**src/rtl/loader_wr_bridge.sv**
```systemverilog
// Loader-to-memory write bridge: a small FIFO absorbs loader write strobes and drains
// one entry per clock-enable slot, holding each memory write stable for CE_DIV cycles.
module loader_wr_bridge #(
  parameter int AW     = 22,
  parameter int DW     = 8,
  parameter int DEPTH  = 4,
  parameter int CE_DIV = 4
) (
  input  logic                       I_CLK,
  input  logic                       I_RESET_N,
  input  logic                       I_ENABLE,
  input  logic                       I_WR,
  input  logic [AW-1:0]              I_ADDR,
  input  logic [DW-1:0]              I_DATA,
  output logic [$clog2(CE_DIV)-1:0]  O_CE_PHASE,
  output logic                       O_CE,
  output logic                       O_MEM_WE,
  output logic [AW-1:0]              O_MEM_ADDR,
  output logic [DW-1:0]              O_MEM_DATA,
  output logic [$clog2(DEPTH):0]     O_COUNT,
  output logic                       O_FULL,
  output logic                       O_EMPTY,
  output logic                       O_OVERFLOW
);

  localparam int PW   = $clog2(CE_DIV);
  localparam int PTRW = $clog2(DEPTH);
  localparam int CW   = PTRW + 1;
  localparam logic [PW-1:0] PHASE_LAST = PW'(CE_DIV - 1);
  localparam logic [CW-1:0] COUNT_FULL = CW'(DEPTH);

  typedef struct packed {
    logic [AW-1:0] addr;
    logic [DW-1:0] data;
  } entry_t;

  logic [PW-1:0]   phase_q;
  logic [PTRW-1:0] wr_ptr_q, wr_ptr_d;
  logic [PTRW-1:0] rd_ptr_q, rd_ptr_d;
  logic [CW-1:0]   count_q, count_d;
  logic            ovf_q, ovf_d;
  logic            we_q, we_d;
  entry_t          out_q, out_d;
  entry_t          mem_q [DEPTH];

  logic slot, full, empty, pop, push;

  // A pop only sees entries counted before this edge, so a same-edge push never bypasses.
  assign slot  = (phase_q == PHASE_LAST);
  assign full  = (count_q == COUNT_FULL);
  assign empty = (count_q == '0);
  assign pop   = slot && I_ENABLE && !empty;
  assign push  = I_WR && I_ENABLE && (!full || pop);

  // FIFO bookkeeping; a low enable flushes everything including the sticky overflow.
  always_comb begin
    // NOTE: every always_comb output gets a default first so no path infers a latch.
    wr_ptr_d = wr_ptr_q;
    rd_ptr_d = rd_ptr_q;
    count_d  = count_q;
    ovf_d    = ovf_q;
    if (!I_ENABLE) begin
      wr_ptr_d = '0;
      rd_ptr_d = '0;
      count_d  = '0;
      ovf_d    = 1'b0;
    end else begin
      if (push) wr_ptr_d = wr_ptr_q + PTRW'(1);
      if (pop)  rd_ptr_d = rd_ptr_q + PTRW'(1);
      if (push && !pop)      count_d = count_q + CW'(1);
      else if (pop && !push) count_d = count_q - CW'(1);
      if (I_WR && full && !pop) ovf_d = 1'b1;
    end
  end

  // Memory-side request only moves at slot edges; address/data hold when idle.
  always_comb begin
    we_d  = we_q;
    out_d = out_q;
    if (slot) begin
      we_d = pop;
      if (pop) out_d = mem_q[rd_ptr_q];
    end
  end

  always_ff @(posedge I_CLK or negedge I_RESET_N) begin
    if (!I_RESET_N) begin
      phase_q  <= '0;
      wr_ptr_q <= '0;
      rd_ptr_q <= '0;
      count_q  <= '0;
      ovf_q    <= 1'b0;
      we_q     <= 1'b0;
      out_q    <= '0;
    end else begin
      // NOTE: sequential state uses non-blocking assignments so all registers update together.
      phase_q  <= phase_q + PW'(1);
      wr_ptr_q <= wr_ptr_d;
      rd_ptr_q <= rd_ptr_d;
      count_q  <= count_d;
      ovf_q    <= ovf_d;
      we_q     <= we_d;
      out_q    <= out_d;
    end
  end

  // NOTE: storage is not reset; count and pointers alone decide which entries are valid.
  always_ff @(posedge I_CLK) begin
    if (push) mem_q[wr_ptr_q] <= entry_t'{addr: I_ADDR, data: I_DATA};
  end

  assign O_CE_PHASE = phase_q;
  assign O_CE       = slot;
  assign O_MEM_WE   = we_q;
  assign O_MEM_ADDR = out_q.addr;
  assign O_MEM_DATA = out_q.data;
  assign O_COUNT    = count_q;
  assign O_FULL     = full;
  assign O_EMPTY    = empty;
  assign O_OVERFLOW = ovf_q;

endmodule

```
**config.mk**
```make
export PLATFORM = sky130hd
export DESIGN_NAME = loader_wr_bridge
export DESIGN_NICKNAME = d
export VERILOG_FILES = /design/src/rtl/loader_wr_bridge.sv
export SDC_FILE = /design/constraint.sdc
export NUM_CORES = 1
export LEC_CHECK = 0
export BUFFER_PORTS_ARGS = -buffer_cell sky130_fd_sc_hd__buf_2
export CAP_MARGIN = 20
export CORE_MARGIN = 2
export CORE_UTILIZATION = 62
export CTS_CLUSTER_SIZE = 8
export DETAILED_ROUTE_END_ITERATION = 12
export GPL_ROUTABILITY_DRIVEN = 0
export PLACE_DENSITY_LB_ADDON = 0.08
export RECOVER_POWER = 100
export SETUP_SLACK_MARGIN = 0.02
export SLEW_MARGIN = 25
export SYNTH_ARGS = -nofsm -noshare
export SYNTH_HDL_FRONTEND = slang
export SYNTH_SLANG_ARGS = --single-unit
```
**constraint.sdc**
```tcl
create_clock -name I_CLK -period 7.8 [get_ports I_CLK]
set_clock_uncertainty 0.05 [all_clocks]
set_input_delay 0.78 -clock I_CLK [delete_from_list [all_inputs] [get_ports I_CLK]]
set_output_delay 0.78 -clock I_CLK [all_outputs]
set_load 0.02 [all_outputs]
```
==> results.cfg <==
[outcome]
status = complete, but fails checks
failed_checks = capacitance limit, slew limit

[cells_and_area]
syn2layout_area_growth_pct = 15.7
antenna_cells = 0
layout-drive-gt1-share_pct = 24.4
ff_latch_area_mm2 = 0.00463
final_cell_mix = edfxtp_1, clkbuf_1, dfrtp_1, mux4_2, mux2_2
stdcell_count = 514
fin_nets = 408
multi_input_area_mm2 = 0.00134
layout_commonest_cell = edfxtp_1
fillers = 643
utilization_pct = 73.2

[critical_path]
endpoint_kind = register
crit_fanout = 35
path_class = reg2reg
cp.required_ns = 8.17
worstPathArrival_ns = 3.61
cp-start-kind = register

[routing]
vias_per_cell = 5.56
wl_mm = 9.84
drt-initial-drc-count = 123
first_pass_iters = 4
wl_per_cell_um = 19.1
detail-route-antenna-nets = 0
drc = 0
via_count = 2860

[clocking]
cts_max_level = 4
clock_latency_ns = 0.53
postCtsSetupBuffers = 0
cts_resized = 0
cts.path.max_buffers = 2
clkTransAtPathRegs_ns = 0.06
cts_tree = yes
cts_hold_buf = 0
clock_sinks = 161
cts_buffers = 17
root_buffer = clkbuf_8

[floorplan]
die_h_um = 103
top_level_ports = 74
std_cell_rows = 36
fp.dieW_um = 103
die-area_mm2 = 0.0106
core-area_mm2 = 0.00964
initial_core_util_pct = 63.3

[global_route]
grt_max_degree = 42
antenna_found_initial = 0
grt_pass1_vias = 2953
grt_pass1_wl_mm = 15.3
grt_overflow = 0
track_usage_pct = 20.4

[timing]
whs_ns = 0.406
tns_ns = 0
drv_slew = 202
max_freq_ghz = 0.309
rsz0062_at_grt = no
tightest_slew_ns = 2.39
period_needed_ns = 3.24
setup_viol = 0
slew_headroom_pct = -59.4
report.final.hold_viol_count = 0
finalCritPeriodShare_pct = 41.5
layout_setup_ws_ns = 4.56

[yosys]
synth_area_mm2 = 0.00610
synth_cell_types = 34
yosysWarnings = 0
synthTopCellsByArea = edfxtp_1, dfrtp_1, mux4_2, mux2_2, ha_1
yosys_most_used_dff = edfxtp_1
async_flop_share_pct = 25.5
synth_top_cell_by_area = edfxtp_1
synthCells = 285
ys_ff_latch = 161
avgSynthCellArea_um2 = 21.4
syn-num-nets = 325
seq_area_frac_synth_pct = 75.9
synth_edf_count = 120
synth.top_cell.area_share_pct = 59.1

[placement]
pre_cts_slack_ns = 5.10
dp.cells = 482
place_hpwl_mm = 5.68
io_buffers = 73

[run]
maxCapViolations = 6

[power]
p_per_area_mw_per_mm2 = 316
leakage_nw = 2.43
ir_drop_mv = 0.201

[worst_hold_path]
hold_class = reg2reg
path summary, 6_finish.rpt:
path                                    start             to  slack, ns  cells past startpoint
max in group asynchronous           I_RESET_N    rd_ptr_q[0]       5.25                      1
worst min register to register  O_CE_PHASE[0]  O_CE_PHASE[0]       0.41                      1
worst max register to register     O_COUNT[0]     O_COUNT[1]       4.56                      4
worst min-delay path            O_CE_PHASE[0]  O_CE_PHASE[0]       0.41                      1
worst max-delay path               O_COUNT[0]     O_COUNT[1]       4.56                      4
min in group asynchronous           I_RESET_N     O_COUNT[1]       0.93                      1
state kept, by name, indices dropped and copies added, names as in the netlist:
name	count
O_CE_PHASE	2
O_COUNT	3
O_MEM_ADDR	22
O_MEM_DATA	8
O_MEM_WE	1
O_OVERFLOW	1
mem_q	120
rd_ptr_q	2
wr_ptr_q	2
cell type report:
class | count | share of cell area [%]
clock buffers | 20 | 6.03
clock inverters | 12 | 2.32
inverters | 9 | 0.479
multi-input cells | 103 | 19.0
flip-flops and latches | 161 | 65.6
well taps | 133 | 2.36
repair buffers | 76 | 4.19
cells in the mapped netlist, drive strengths merged, types with 2 or more instances:
cell	n
ha	5
buf	8
mux2i	2
nor2	3
o21ai	4
clkbuf	4
mux2	30
dfrtp	41
inv	9
nand2b	2
and2	7
mux4	30
edfxtp	120
or3b	2
nand2	4
power by group:
part	switching [mW]	total, mW	internal, mW
sequential	0.0498	1.08	1.03
clock	0.308	0.824	0.516
combinational	0.203	0.327	0.124
total	0.561	2.23	1.67
cells by family (layout without fill, tap and decap cells):
logic type / count (synthesis) / in the layout / share of synthesized area [%]
adder cells (fa/ha/maj): 6 / 6 / 1.35
flip-flops: 161 / 161 / 75.9
multiplexers: 62 / 62 / 16.9
AND/OR/NAND/NOR: 22 / 22 / 2.20
XOR/XNOR: 2 / 2 / 0.287
buffers and inverters: 21 / 117 / 1.58
AO/OA/AOI/OAI: 11 / 11 / 1.72
per-stage QoR:
stage	area [µm²]	power, mW
2_1_floorplan	6100	1.32
3_3_place_gp	6600	1.44
3_5_place_dp	6600	1.45
4_1_cts	7190	2.27
5_1_grt	7050	2.32
6_report	7050	2.23
metal layers:
| metal | GRT usage [%] | wire length, µm |
|---|---|---|
| met4 | 9.82 | 209 |
| met2 | 32.9 | 5120 |
| met3 | 5.44 | 424 |
| met5 | 0 | 0 |
| met1 | 26.4 | 4090 |
critical path: stages (launching register included):
cell	delay [ns]
dfrtp_1	0.47
o311ai_0	0.46
clkbuf_1	1.47
a21oi_1	0.32
o221a_1	0.36
Power figures use the tool's default switching activity.
